`config.mk`:
```
export PLATFORM = sky130hd
export DESIGN_NAME = cia_tod_seq_flat
export DESIGN_NICKNAME = d
export VERILOG_FILES = /design/src/rtl/cia_tod_seq_if.sv /design/src/rtl/cia_tod_seq.sv /design/src/flat_wrapper.sv
export SDC_FILE = /design/constraint.sdc
export NUM_CORES = 1
export LEC_CHECK = 0
export CORE_MARGIN = 2
export CORE_UTILIZATION = 43
export CTS_CLUSTER_DIAMETER = 50
export DETAILED_ROUTE_END_ITERATION = 7
export PLACE_DENSITY = 0.86
export RECOVER_POWER = 50
export SYNTH_ARGS = -nofsm -noshare
export SYNTH_HDL_FRONTEND = slang
export SYNTH_SLANG_ARGS = --single-unit
```
`constraint.sdc`:
```
create_clock -name clk -period 3.57 [get_ports clk]
set_input_delay 0.714 -clock clk [delete_from_list [all_inputs] [get_ports clk]]
set_output_delay 0.714 -clock clk [all_outputs]
set_load 0.03 [all_outputs]
```
`src/rtl/cia_tod_seq_if.sv`:
```
// rtl/cia_tod_seq_if.sv - host request/response bundle for cia_tod_seq
//
// Groups the 32-bit host set/get handshake.
//   master (host side): drives host_req, host_op, host_alarm, host_wdata;
//                       receives host_rdata, host_ack, host_err, host_busy
//   slave  (sequencer): the mirror image
interface cia_tod_seq_if;
    logic        host_req;
    logic        host_op;
    logic        host_alarm;
    logic [31:0] host_wdata;
    logic [31:0] host_rdata;
    logic        host_ack;
    logic        host_err;
    logic        host_busy;

    modport master (
        output host_req, host_op, host_alarm, host_wdata,
        input  host_rdata, host_ack, host_err, host_busy
    );

    modport slave (
        input  host_req, host_op, host_alarm, host_wdata,
        output host_rdata, host_ack, host_err, host_busy
    );
endinterface

```
`src/rtl/cia_tod_seq.sv`:
```
// rtl/cia_tod_seq.sv - host access sequencer and arbiter for the CIA TOD register port
//
// Shares the cia_tod register port between the 6502 side (always wins, never
// stalled) and a host that sets/gets the whole time in one 32-bit request.
// Writes go out hours first (B, A, 9, 8); reads latch on hours (B) and
// unlatch on tenths (8), capturing the time on the tenths access.
//
// Optional feature macro: CIA_TOD_SEQ_RD_EN
//   defined   : full read path (R_HR/R_TS, cpu_latched tracking, restart)
//   undefined : read requests ack at once with host_err = 1, host_rdata = 0
//
// Ports
//   clk, res              clock, synchronous active-high reset
//   phi2_up, phi2_dn      one-clk PHI2 edge strobes
//   cpu_rd/we/addr/data   CPU register access, passed straight through
//   cpu_w_alarm           CRB7 alarm select
//   tod_*                 register port towards cia_tod
//   tod_regs              time as read from cia_tod ([31:24] tenths .. [7:0] hr)
//   host                  host request/response interface (slave modport)
module cia_tod_seq (
    input  logic        clk,
    input  logic        res,
    input  logic        phi2_up,
    input  logic        phi2_dn,
    input  logic        cpu_rd,
    input  logic        cpu_we,
    input  logic [3:0]  cpu_addr,
    input  logic [7:0]  cpu_data,
    input  logic        cpu_w_alarm,
    output logic        tod_rd,
    output logic        tod_we,
    output logic [3:0]  tod_addr,
    output logic [7:0]  tod_data,
    output logic        tod_w_alarm,
    input  logic [31:0] tod_regs,
    cia_tod_seq_if.slave host
);

    localparam logic [3:0] A_TS  = 4'h8;
    localparam logic [3:0] A_SEC = 4'h9;
    localparam logic [3:0] A_MIN = 4'hA;
    localparam logic [3:0] A_HR  = 4'hB;

    typedef enum logic [2:0] {
        S_IDLE,
        S_W_HR,
        S_W_MIN,
        S_W_SEC,
        S_W_TS,
        S_DONE
`ifdef CIA_TOD_SEQ_RD_EN
        ,
        S_R_HR,
        S_R_TS
`endif
    } state_t;

    state_t      state_q, state_d;
    logic        alarm_q, alarm_d;
    logic [31:0] wdata_q, wdata_d;
    logic [31:0] rdata_q, rdata_d;
    logic        err_q, err_d;
    logic        ack_q, ack_d;
    logic        phi2_hi;

    // Registered host step, decoded from the next state so it is in place
    // before the following PHI2-high phase begins.
    logic        step_rd_q, step_we_q, step_wal_q;
    logic [3:0]  step_addr_q;
    logic [7:0]  step_data_q;
    logic        step_rd_d, step_we_d, step_wal_d;
    logic [3:0]  step_addr_d;
    logic [7:0]  step_data_d;

    logic cpu_cyc;
    logic host_slot;
    logic abort;

    assign cpu_cyc   = cpu_rd | cpu_we;
    assign host_slot = phi2_dn & ~cpu_cyc;
    // A CPU write to the same TOD bank the host is writing invalidates the
    // host's multi-byte update.
    assign abort     = phi2_dn & cpu_we & (cpu_addr[3:2] == 2'b10)
                     & (cpu_w_alarm == alarm_q);

`ifdef CIA_TOD_SEQ_RD_EN
    logic latched_q, latched_d;
    logic cpu_rd_hr, cpu_rd_ts;

    assign cpu_rd_hr = phi2_dn & cpu_rd & ~cpu_w_alarm & (cpu_addr == A_HR);
    assign cpu_rd_ts = phi2_dn & cpu_rd & ~cpu_w_alarm & (cpu_addr == A_TS);
`else
    // tod_regs is only consumed by the read path.
    logic unused_tod_regs;
    assign unused_tod_regs = ^tod_regs;
`endif

    always_ff @(posedge clk) begin
        if (res) begin
            state_q     <= S_IDLE;
            alarm_q     <= 1'b0;
            wdata_q     <= 32'h0;
            rdata_q     <= 32'h0;
            err_q       <= 1'b0;
            ack_q       <= 1'b0;
            phi2_hi     <= 1'b0;
            step_rd_q   <= 1'b0;
            step_we_q   <= 1'b0;
            step_wal_q  <= 1'b0;
            step_addr_q <= 4'h0;
            step_data_q <= 8'h0;
`ifdef CIA_TOD_SEQ_RD_EN
            latched_q   <= 1'b0;
`endif
        end else begin
            state_q     <= state_d;
            alarm_q     <= alarm_d;
            wdata_q     <= wdata_d;
            rdata_q     <= rdata_d;
            err_q       <= err_d;
            ack_q       <= ack_d;
            step_rd_q   <= step_rd_d;
            step_we_q   <= step_we_d;
            step_wal_q  <= step_wal_d;
            step_addr_q <= step_addr_d;
            step_data_q <= step_data_d;
`ifdef CIA_TOD_SEQ_RD_EN
            latched_q   <= latched_d;
`endif
            if (phi2_up) begin
                phi2_hi <= 1'b1;
            end else if (phi2_dn) begin
                phi2_hi <= 1'b0;
            end
        end
    end

    always_comb begin
        state_d = state_q;
        alarm_d = alarm_q;
        wdata_d = wdata_q;
        rdata_d = rdata_q;
        err_d   = err_q;
        ack_d   = 1'b0;
`ifdef CIA_TOD_SEQ_RD_EN
        latched_d = latched_q;
        if (cpu_rd_hr) begin
            latched_d = 1'b1;
        end else if (cpu_rd_ts) begin
            latched_d = 1'b0;
        end
`endif
        case (state_q)
            S_IDLE: begin
                if (phi2_dn && host.host_req) begin
                    alarm_d = host.host_alarm;
                    wdata_d = host.host_wdata;
                    err_d   = 1'b0;
                    if (host.host_op) begin
                        state_d = S_W_HR;
                    end else begin
`ifdef CIA_TOD_SEQ_RD_EN
                        if (latched_q) begin
                            // CPU holds the latch: hand back its snapshot,
                            // flagged stale, without touching the port.
                            rdata_d = tod_regs;
                            err_d   = 1'b1;
                            state_d = S_DONE;
                        end else begin
                            state_d = S_R_HR;
                        end
`else
                        rdata_d = 32'h0;
                        err_d   = 1'b1;
                        state_d = S_DONE;
`endif
                    end
                end
            end
            S_W_HR: begin
                if (abort) begin
                    err_d = 1'b1; state_d = S_DONE;
                end else if (host_slot) begin
                    state_d = S_W_MIN;
                end
            end
            S_W_MIN: begin
                if (abort) begin
                    err_d = 1'b1; state_d = S_DONE;
                end else if (host_slot) begin
                    state_d = S_W_SEC;
                end
            end
            S_W_SEC: begin
                if (abort) begin
                    err_d = 1'b1; state_d = S_DONE;
                end else if (host_slot) begin
                    state_d = S_W_TS;
                end
            end
            S_W_TS: begin
                if (abort) begin
                    err_d = 1'b1; state_d = S_DONE;
                end else if (host_slot) begin
                    state_d = S_DONE;
                end
            end
`ifdef CIA_TOD_SEQ_RD_EN
            S_R_HR: begin
                if (host_slot) begin
                    state_d = S_R_TS;
                end
            end
            S_R_TS: begin
                // The CPU unlatched our hours snapshot; start the read over.
                if (cpu_rd_ts) begin
                    state_d = S_R_HR;
                end else if (host_slot) begin
                    rdata_d = tod_regs;
                    state_d = S_DONE;
                end
            end
`endif
            S_DONE: begin
                ack_d   = 1'b1;
                state_d = S_IDLE;
            end
            default: state_d = S_IDLE;
        endcase
    end

    always_comb begin
        step_rd_d   = 1'b0;
        step_we_d   = 1'b0;
        step_wal_d  = 1'b0;
        step_addr_d = 4'h0;
        step_data_d = 8'h0;
        case (state_d)
            S_W_HR: begin
                step_we_d = 1'b1; step_addr_d = A_HR;  step_data_d = wdata_d[7:0];   step_wal_d = alarm_d;
            end
            S_W_MIN: begin
                step_we_d = 1'b1; step_addr_d = A_MIN; step_data_d = wdata_d[15:8];  step_wal_d = alarm_d;
            end
            S_W_SEC: begin
                step_we_d = 1'b1; step_addr_d = A_SEC; step_data_d = wdata_d[23:16]; step_wal_d = alarm_d;
            end
            S_W_TS: begin
                step_we_d = 1'b1; step_addr_d = A_TS;  step_data_d = wdata_d[31:24]; step_wal_d = alarm_d;
            end
`ifdef CIA_TOD_SEQ_RD_EN
            S_R_HR: begin
                step_rd_d = 1'b1; step_addr_d = A_HR;
            end
            S_R_TS: begin
                step_rd_d = 1'b1; step_addr_d = A_TS;
            end
`endif
            default: ;
        endcase
    end

    // CPU cycles pass through untouched; otherwise present the host step,
    // with its strobes limited to the PHI2-high phase.
    assign tod_rd      = cpu_cyc ? cpu_rd      : (phi2_hi & step_rd_q);
    assign tod_we      = cpu_cyc ? cpu_we      : (phi2_hi & step_we_q);
    assign tod_addr    = cpu_cyc ? cpu_addr    : step_addr_q;
    assign tod_data    = cpu_cyc ? cpu_data    : step_data_q;
    assign tod_w_alarm = cpu_cyc ? cpu_w_alarm : step_wal_q;

    assign host.host_rdata = rdata_q;
    assign host.host_ack   = ack_q;
    assign host.host_err   = err_q;
    assign host.host_busy  = (state_q != S_IDLE);

endmodule

```
`src/flat_wrapper.sv`:
```
// flat-port wrapper written by rule: the top's interface ports become plain ports
module cia_tod_seq_flat 
  (clk, res, phi2_up, phi2_dn, cpu_rd, cpu_we, cpu_addr, cpu_data, cpu_w_alarm, tod_rd, tod_we, tod_addr, tod_data, tod_w_alarm, tod_regs, host_host_req, host_host_op, host_host_alarm, host_host_wdata, host_host_rdata, host_host_ack, host_host_err, host_host_busy);
  cia_tod_seq_if host_i ();
  input  logic clk;
  input  logic res;
  input  logic phi2_up;
  input  logic phi2_dn;
  input  logic cpu_rd;
  input  logic cpu_we;
  input  logic [3:0] cpu_addr;
  input  logic [7:0] cpu_data;
  input  logic cpu_w_alarm;
  output logic tod_rd;
  output logic tod_we;
  output logic [3:0] tod_addr;
  output logic [7:0] tod_data;
  output logic tod_w_alarm;
  input  logic [31:0] tod_regs;
  input wire logic [$bits(host_i.host_req)-1:0] host_host_req;
  input wire logic [$bits(host_i.host_op)-1:0] host_host_op;
  input wire logic [$bits(host_i.host_alarm)-1:0] host_host_alarm;
  input wire logic [$bits(host_i.host_wdata)-1:0] host_host_wdata;
  output wire logic [$bits(host_i.host_rdata)-1:0] host_host_rdata;
  output wire logic [$bits(host_i.host_ack)-1:0] host_host_ack;
  output wire logic [$bits(host_i.host_err)-1:0] host_host_err;
  output wire logic [$bits(host_i.host_busy)-1:0] host_host_busy;
  assign host_i.host_req = host_host_req;
  assign host_i.host_op = host_host_op;
  assign host_i.host_alarm = host_host_alarm;
  assign host_i.host_wdata = host_host_wdata;
  assign host_host_rdata = host_i.host_rdata;
  assign host_host_ack = host_i.host_ack;
  assign host_host_err = host_i.host_err;
  assign host_host_busy = host_i.host_busy;
  cia_tod_seq u_core (.clk(clk), .res(res), .phi2_up(phi2_up), .phi2_dn(phi2_dn), .cpu_rd(cpu_rd), .cpu_we(cpu_we), .cpu_addr(cpu_addr), .cpu_data(cpu_data), .cpu_w_alarm(cpu_w_alarm), .tod_rd(tod_rd), .tod_we(tod_we), .tod_addr(tod_addr), .tod_data(tod_data), .tod_w_alarm(tod_w_alarm), .tod_regs(tod_regs), .host(host_i));
endmodule
```
==> run summary, run 1 <==
Leakage dissipation: 0.00123 uW
Status: finished with violations
DR WL/cell: 13.0 um
Syn Area/Cell: 8.51 um2
Post-synth cell types: 42
Sw Share: 28.5%
Max Fclk: 311 MHz
Clock latency on the worst-skew pair: 0.31 ns
CP required: 2.86 ns
# nets final: 454
Post-Synthesis Cell Area: 0.00260 mm2
Nature of the critical path endpoint: output port
H-tree levels: 2
Max-cap viol count: 1
Headroom to the max-slew limit: -19.8%
Core area: 0.00589 mm2
DR DRC count: 0
Startpoint types: input port
Largest fanout on the critical path: 14
Post-synth EDFFs: 0
Post-CTS Setup Bufs: 0
Min Tclk post-route: 3.22 ns
Final Max Tran Viols: 44
Yosys warns: 0
Starting Density: 44.2%
Die H: 81.8 um
# setup viols final: 0
Initial antenna violation count: 0
Placed cell area: 0.00324 mm2
Synth Flop Type: dfxtp_1
# diodes: 0
Total number of vias: 2,193
Total die area: 0.00669 mm2
Sequential area share after synthesis: 39.2%
Num CTS Buffers: 5
Worst r2r src: u_core.state_q[0]$_SDFF_PP0_
R2R depth: 5
Clock share of power: 31.5%
Clock sink count: 51
I/O Pins: 136
Initial DRT Pass Iterations: 4
Share of cells above drive strength 1: 11.7%
Post-place setup slack: 0.361 ns
# placed instances: 436
Actual slew at the worst max-slew pin: 1.80 ns
Root Driver: clkbuf_8
Reg2Reg Setup Slack: 1.37 ns
Commonest non-fill, non-tap cell in the layout: clkdlybuf4s50_1
Vias/cell: 4.94
Clock Skews: 0.00899 ns
Fin cells: 444
Fin. Hold Viols: 0
Period Utilization, post-route: 90.1%
Failing checks: max-capacitance violations, max-slew violations
# rows: 28
Fin worst setup slack: 0.353 ns
Maximum vdd drop: 0.204 mV
Yosys reg bits: 51
FILL cells: 522
DP HPWL: 4250 um
Die Wd: 81.8 um
R2r endpoint: u_core.step_wal_q$_SDFF_PP0_
GRT Util Overall: 17.4%
Sequential share of power: 45.6%
Comb power frac: 22.8%
Post-Route WL: 5760 um
Port Buffers: 71
Clk slew on worst S/H paths: 0.08 ns
CTS tree: done
Max Root-Sink Buffers: 2
Hold Path Depth: 2
Most frequent cells in the layout: clkdlybuf4s50_1, nand2_1, dfxtp_1
Mapped Cells: 306
Ys async rst share: 0%
First-pass GRT wire length: 9020 um
Switch Pwr: 381 uW
Number of global-route vias before repair: 1,966
Largest net degree at the start of global routing: 44
RSZ-0062 raised after global routing: no
Worst Setup Path Type: in2out
Fin Setup TNS: 0 ns
Hold buffers post-CTS: 0
Initial DRC Count: 185
Critical path arrival: 2.50 ns
Hold WC Path Type: reg2reg
Hold Crit Endpoint: u_core.wdata_q[23]$_SDFF_PP0_
Resized Gates After CTS: 0
RD Place Congestion: 0.785
Synth-to-Final Area Change: 29.1%
Finished Cell Area: 0.00336 mm2
Post-route ant nets: 0
Pwr Density: 398 mW/mm2
Hold_sp: u_core.wdata_q[23]$_SDFF_PP0_
GRT overflow: 0
P_int: 956 uW
==> kinds of logic after synthesis <==
group / after synthesis / share of synthesized area [%]
compound gates: 71 / 20.1
buf+inv: 61 / 14.5
flops: 51 / 39.2
other cells: 1 / 0.144
mux: 13 / 5.57
simple gates: 107 / 19.8
xor+xnor: 2 / 0.673
==> routing by layer <==
metal	part of all wire, %	up-vias	global-route usage (%)
met5	0	-	0
met2	48	92	29.8
li1	-	1112	-
met1	43	985	21.9
met4	1.1	0	5.50
met3	7.7	4	3.74
==> worst max path at each step <==
stage           start           to  slack (ns)  cells past startpoint
6_report       cpu_we  tod_data[4]        0.35                      5
5_1_grt        cpu_we  tod_data[4]        0.29                      5
4_1_cts        cpu_we  tod_data[4]        0.36                      5
3_5_place_dp   cpu_we  tod_data[4]        0.36                      5
3_3_place_gp   cpu_we  tod_w_alarm        0.40                      5
2_1_floorplan  cpu_we  tod_addr[0]        1.08                      3
==> state kept, by name (all words and copies together) (netlist names) <==
signal and count:
u_core.wdata_q 32, u_core.step_wal_q 1, u_core.step_addr_q 3, u_core.step_data_q 8, u_core.state_q 3, u_core.phi2_hi 1
u_core.host.host_err 1, u_core.alarm_q 1, u_core.host.host_ack 1
==> per-stage QoR <==
| stage | hold WS [ns] | power, uW | utilization [%] |
|---|---|---|---|
| final | 0.460 | 1340 | 57.1 |
| after floorplan | 0.432 | 844 | - |
| after global placement | 0.441 | 921 | 55.1 |
| after CTS | 0.461 | 1340 | 57.2 |
| after detailed placement | 0.447 | 928 | 55.1 |
| after global routing | 0.473 | 1400 | 57.1 |
==> layout make-up <==
class | count | area (um2) | share of cell area, %
multi-input cells | 225 | 1320 | 39.4
repair buffers | 79 | 779 | 23.2
clock inverters | 2 | 38.8 | 1.15
well taps | 75 | 93.8 | 2.79
clock buffers | 6 | 82.6 | 2.46
flip-flops and latches | 51 | 1020 | 30.4
inverters | 6 | 22.5 | 0.670
==> Yosys cell counts (2+ instances only) <==
| library cell | number | area (um2) |
|---|---|---|
| buf_6 | 2 | 22.5 |
| o211ai_1 | 8 | 60.1 |
| inv_1 | 5 | 18.8 |
| nor2b_1 | 2 | 12.5 |
| nor3_4 | 2 | 32.5 |
| dfxtp_1 | 51 | 1020 |
| buf_4 | 33 | 248 |
| clkbuf_1 | 13 | 48.8 |
| mux2_2 | 12 | 135 |
| nand2_1 | 65 | 244 |
| a211oi_1 | 2 | 15.0 |
| nor3_1 | 3 | 15.0 |
| nor2_1 | 10 | 37.5 |
| nand4_1 | 8 | 50.1 |
| nand3_1 | 2 | 10.0 |
| a211o_1 | 8 | 70.1 |
| xnor2_1 | 2 | 17.5 |
| buf_2 | 7 | 35.0 |
| a31oi_2 | 7 | 87.6 |
| or3_1 | 8 | 50.1 |
| a21oi_1 | 35 | 175 |
==> power by group through the flow <==
stage | registers [uW] | clock network, uW | logic, uW
after floorplan | 619 | 0 | 225
after global routing | 613 | 457 | 330
after detailed placement | 623 | 0 | 305
after CTS | 610 | 427 | 307
after global placement | 622 | 0 | 300
final | 610 | 422 | 305
==> critical path, cell delays in order <==
cell and delay, ns:
clkdlybuf4s50_1 0.49, nor2_1 0.13, buf_4 0.21, mux2_2 0.36, clkdlybuf4s50_1 0.60
(Power assumes the default switching activity.)
==> run 2, diff against run 1 <==
--- a/config.mk
+++ b/config.mk
@@ -5,11 +5,13 @@
 export SDC_FILE = /design/constraint.sdc
 export NUM_CORES = 1
 export LEC_CHECK = 0
+export CELL_PAD_IN_SITES_DETAIL_PLACEMENT = 0
+export CELL_PAD_IN_SITES_GLOBAL_PLACEMENT = 1
 export CORE_MARGIN = 2
-export CORE_UTILIZATION = 43
+export CORE_UTILIZATION = 30
 export CTS_CLUSTER_DIAMETER = 50
 export DETAILED_ROUTE_END_ITERATION = 7
-export PLACE_DENSITY = 0.86
+export PLACE_DENSITY_LB_ADDON = 0.1
 export RECOVER_POWER = 50
 export SYNTH_ARGS = -nofsm -noshare
 export SYNTH_HDL_FRONTEND = slang
==> run summary, run 2 (synthesis gave the netlist of run 1 again) <==
Total number of vias: 2,178 (-0.68%)
Post-CTS Setup Bufs: 0 (unchanged)
Reg2Reg Setup Slack: 1.22 ns (-0.15 ns)
Hold buffers post-CTS: 0 (unchanged)
Critical path arrival: 2.56 ns (+0.06 ns)
Largest register by flop count: u_core.wdata_q
Starting Density: 31.4% (-13 points)
Final Core Density: 40.8% (-16 points)
Nature of the critical path endpoint: output port
FILL cells: 889 (+70%)
Initial DRC Count: 88 (-52%)
Die H: 97.2 um (+19%)
Root Driver: clkbuf_8
Hold Crit Endpoint: u_core.wdata_q[11]$_SDFF_PP0_
Worst setup path startpoint: cpu_we
Worst r2r src: u_core.state_q[0]$_SDFF_PP0_
Post-place setup slack: 0.301 ns (-0.0598 ns)
Period Utilization, post-route: 91.6% (+1.5 points)
Clock Skews: 0.00395 ns (-0.00504 ns)
RD Place Congestion: 0.709 (-9.6%)
Largest net degree at the start of global routing: 43 (-2.3%)
GRT overflow: 0 (unchanged)
Hold Path Depth: 2 (unchanged)
H-tree levels: 2 (unchanged)
Synth-to-Final Area Change: 30.1%
Fin. Hold Viols: 0 (unchanged)
Regs by FF count: u_core.wdata_q: 32 flops, u_core.step_data_q: 8 flops
RSZ-0062 raised after global routing: no
Max Fclk: 306 MHz (-1.6%)
Port Buffers: 71 (unchanged)
Max Root-Sink Buffers: 2 (unchanged)
Share of cells above drive strength 1: 12.1% (+0.44 points)
DR WL/cell: 13.4 um (+3.1%)
Worst Setup Path Type: in2out
Most frequent cells in the layout: clkdlybuf4s50_1, nand2_1, dfxtp_1
Startpoint types: input port
Multi-input gate area: 0.00132 mm2 (unchanged)
Clock sink count: 51 (unchanged)
# rows: 33 (+18%)
Vias/cell: 4.57 (-7.6%)
Total die area: 0.00944 mm2 (+41%)
Initial DRT Pass Iterations: 4 (unchanged)
Max FFs per register: 32 (unchanged)
R2r endpoint: u_core.step_data_q[4]$_SDFF_PP0_
Final Max Tran Viols: 43 (-2.3%)
Clock latency on the worst-skew pair: 0.30 ns (about the same)
Hold Slack: 0.454 ns (-0.00603 ns)
Clk slew on worst S/H paths: 0.08 ns (about the same)
# nets final: 457 (+0.66%)
Hold WC Path Type: reg2reg
Actual slew at the worst max-slew pin: 1.88 ns (+0.0836 ns)
DR DRC count: 0 (unchanged)
Core area: 0.00830 mm2 (+41%)
Status: finished with violations
Post-route ant nets: 0 (unchanged)
# setup viols final: 0 (unchanged)
DP HPWL: 4610 um (+8.7%)
Maximum vdd drop: 0.148 mV (-27%)
First-pass GRT wire length: 10,500 um (+17%)
Max-cap viol count: 1 (unchanged)
Largest fanout on the critical path: 13 (-1)
Number of global-route vias before repair: 2,018 (+2.6%)
Die Wd: 97.2 um (+19%)
R2R depth: 5 (unchanged)
Headroom to the max-slew limit: -25.4% (-5.6 points)
Fin worst setup slack: 0.299 ns (-0.0538 ns)
Num CTS Buffers: 5 (unchanged)
Failing checks: max-capacitance violations, max-slew violations
Pwr Density: 378 mW/mm2 (-5.0%)
# diodes: 0 (unchanged)
Commonest non-fill, non-tap cell in the layout: clkdlybuf4s50_1
CTS tree: done
CP required: 2.86 ns (about the same)
Min Tclk post-route: 3.27 ns (+0.0538 ns)
Initial antenna violation count: 0 (unchanged)
Resized Gates After CTS: 0 (unchanged)
Post-Route WL: 6390 um (+11%)
I/O Pins: 136 (unchanged)
Hold_sp: u_core.wdata_q[11]$_SDFF_PP0_
Fin Setup TNS: 0 ns (unchanged)
Register area: 0.00102 mm2 (unchanged)
GRT Util Overall: 13.7% (-3.7 points)
Leakage dissipation: 0.00123 uW (about the same)
[run 2: cell types whose count changed in the layout (fill, tap and decap cells not counted), sizes merged]
cell and change:
buf +3, clkbuf +2, bufinv -1, inv -1
[run 2: report_power, final]
part	switching, uW	internal, uW
clock	183	177
combinational	179	131
sequential	13.8	595
[run 2: per-stage QoR]
step	power, uW	std cells	cell area (um2)
after floorplan	844	337	2720
after global placement	934	469	3290
after detailed placement	935	469	3290
after CTS	1300	477	3390
after global routing	1340	477	3390
final	1280	477	3390
[run 2: worst max-delay path by stage]
stage	to	cells after the start	slack [ns]
finish	tod_data[6]	5	0.30
global route	tod_data[7]	5	0.21
CTS	tod_addr[3]	5	0.29
detailed placement	tod_addr[3]	5	0.30
global placement	tod_addr[3]	5	0.28
floorplan	tod_addr[0]	3	1.08
[run 2: routing by layer]
metal | wire [um] | track usage [%] | share of wire, % | up-vias
met5 | 0 | 0 | 0 | -
met2 | 2710 | 19.6 | 42 | 67
li1 | - | - | - | 1122
met3 | 358 | 2.73 | 5.6 | 8
met4 | 84 | 4.23 | 1.3 | 0
met1 | 3240 | 20.5 | 51 | 981
[run 2: final cells by class]
type	instances	area share [%]
clock buffer	8	2.96
inverter	6	0.665
multi-input combinational	225	39.0
sequential	51	30.1
tap	105	3.88
timing repair buffer	82	23.3
[run 2: worst max-delay path, stage by stage]
cell	delay, ns
clkdlybuf4s50_1	0.49
nor2_1	0.18
buf_4	0.23
mux2_2	0.36
clkdlybuf4s50_1	0.59
==> run 3, diff against run 2 <==
--- a/config.mk
+++ b/config.mk
@@ -12,7 +12,7 @@
 export CTS_CLUSTER_DIAMETER = 50
 export DETAILED_ROUTE_END_ITERATION = 7
 export PLACE_DENSITY_LB_ADDON = 0.1
-export RECOVER_POWER = 50
+export RECOVER_POWER = 100
 export SYNTH_ARGS = -nofsm -noshare
 export SYNTH_HDL_FRONTEND = slang
 export SYNTH_SLANG_ARGS = --single-unit
==> run summary, run 3 (synthesis gave the netlist of run 1 again) <==
Status: finished with violations
Failing checks: max-capacitance violations, max-slew violations
# setup viols final: 0 (unchanged)
Cell Chain, Critical Path: clkdlybuf4s50_1 -> nor2_1 -> buf_4 -> mux2_2 -> dlygate4sd3_1
FILL cells: 890 (+0.11%)
Crit-path max cell delay: 0.68 ns (+0.09 ns)
CP required: 2.86 ns (about the same)
# diodes: 0 (unchanged)
Largest net degree at the start of global routing: 43 (unchanged)
Leakage dissipation: 0.00124 uW (+0.65%)
Slowest CP cell: dlygate4sd3_1
Core area: 0.00830 mm2 (unchanged)
Critical path arrival: 2.65 ns (+0.09 ns)
Initial DRT Pass Iterations: 4 (unchanged)
Die Wd: 97.2 um (unchanged)
Post-route ant nets: 0 (unchanged)
CTS tree: done
Hold WC Path Type: reg2reg
RSZ-0062 raised after global routing: no
Synth-to-Final Area Change: 29.9%
Period Utilization, post-route: 94.1% (+2.5 points)
Resized Gates After CTS: 0 (unchanged)
Initial DRC Count: 101 (+15%)
Share of cells above drive strength 1: 11.6% (-0.54 points)
CP top delay family: buffers and inverters
Actual slew at the worst max-slew pin: 1.91 ns (+0.0277 ns)
Maximum vdd drop: 0.149 mV (+0.32%)
Port Buffers: 71 (unchanged)
Regs by FF count: u_core.wdata_q: 32 flops, u_core.step_data_q: 8 flops
I/O Pins: 136 (unchanged)
Crit path buffers/inverters: 3 (unchanged)
Max FFs per register: 32 (unchanged)
DP HPWL: 4610 um (unchanged)
H-tree levels: 2 (unchanged)
Clock latency on the worst-skew pair: 0.30 ns (about the same)
Largest register by flop count: u_core.wdata_q
Nature of the critical path endpoint: output port
Total number of vias: 2,182 (+0.18%)
GRT Util Overall: 13.7% (unchanged)
Post-CTS Setup Bufs: 0 (unchanged)
Register area: 0.00102 mm2 (unchanged)
Hold buffers post-CTS: 0 (unchanged)
Max-cap viol count: 1 (unchanged)
Clk slew on worst S/H paths: 0.08 ns (about the same)
Fin. Hold Viols: 0 (unchanged)
DR DRC count: 0 (unchanged)
Multi-input gate area: 0.00132 mm2 (-0.38%)
DR WL/cell: 13.4 um (about the same)
Total die area: 0.00944 mm2 (unchanged)
Final Core Density: 40.8% (-0.060 points)
Fin worst setup slack: 0.209 ns (-0.0896 ns)
Final Max Tran Viols: 43 (unchanged)
Most frequent cells in the layout: nand2_1, clkdlybuf4s50_1, dfxtp_1
Clock Skews: 0.00506 ns (+0.00111 ns)
Num CTS Buffers: 5 (unchanged)
Fin Setup TNS: 0 ns (unchanged)
Pwr Density: 377 mW/mm2 (-0.28%)
Die H: 97.2 um (unchanged)
Initial antenna violation count: 0 (unchanged)
Largest fanout on the critical path: 13 (unchanged)
# rows: 33 (unchanged)
Post-place setup slack: 0.301 ns (unchanged)
First-pass GRT wire length: 10,500 um (unchanged)
Starting Density: 31.4% (unchanged)
Root Driver: clkbuf_8
Headroom to the max-slew limit: -27.3% (-1.8 points)
Max Root-Sink Buffers: 2 (unchanged)
Max Fclk: 298 MHz (-2.7%)
RD Place Congestion: 0.709 (unchanged)
Post-Route WL: 6390 um (about the same)
GRT overflow: 0 (unchanged)
# nets final: 457 (unchanged)
Vias/cell: 4.57 (+0.18%)
Commonest non-fill, non-tap cell in the layout: nand2_1
Worst Setup Path Type: in2out
Clock sink count: 51 (unchanged)
Startpoint types: input port
Min Tclk post-route: 3.36 ns (+0.0896 ns)
Number of global-route vias before repair: 2,018 (unchanged)
-- run 3: changes by cell type in the layout (fill, tap and decap cells not counted) --
cell,before,now
clkdlybuf4s50_1,68,52
clkinv_1,0,1
dlygate4sd3_1,3,19
inv_2,1,0
nor3_1,3,4
nor3_2,1,0
o311ai_0,0,1
o311ai_1,1,0
-- run 3: area by class of cell --
class | instances | share of cell area (%)
inverter | 6 | 0.666
clock buffer | 8 | 2.96
tap | 105 | 3.88
sequential | 51 | 30.2
timing repair buffer | 82 | 23.3
multi-input combinational | 225 | 39.0
-- run 3: path summary, 6_finish.rpt --
check / startpoint / end / slack (ns) / depth (start not counted)
max reg2reg: u_core.state_q[0]$_SDFF_PP0_ / u_core.step_addr_q[3]$_SDFF_PP0_ / 0.99 / 5
max: cpu_we / tod_data[6] / 0.21 / 5
min reg2reg: u_core.wdata_q[11]$_SDFF_PP0_ / u_core.wdata_q[11]$_SDFF_PP0_ / 0.45 / 2
min: u_core.wdata_q[11]$_SDFF_PP0_ / u_core.wdata_q[11]$_SDFF_PP0_ / 0.45 / 2
-- run 3: stage by stage --
stage | cell area [um2] | cells | hold slack, ns | total power [uW]
finish | 3380 | 477 | 0.453 | 1270
global route | 3380 | 477 | 0.478 | 1340
CTS | 3390 | 477 | 0.458 | 1300
detailed placement | 3290 | 469 | 0.446 | 935
global placement | 3290 | 469 | 0.442 | 934
floorplan | 2720 | 337 | 0.432 | 844
-- run 3: report_power, final --
part	internal (uW)	switching [uW]	total [uW]
registers	595	13.6	609
clock network	177	184	361
logic	126	179	304
-- run 3: worst reg2reg max path: cells and delay by family (launching register included) --
family	cells	cell delay, ns
compound gates	1	0.55
buf+inv	1	0.13
flops	1	0.40
simple gates	3	1.38
-- run 3: routing by layer --
layer | vias to the layer above | share of wire [%] | GRT usage, % | routed length, um
met5 | - | 0 | 0 | 0
met2 | 69 | 43 | 19.6 | 2720
met4 | 0 | 1.3 | 4.23 | 84
li1 | 1122 | - | - | -
met1 | 983 | 50 | 20.5 | 3220
met3 | 8 | 5.7 | 2.73 | 363
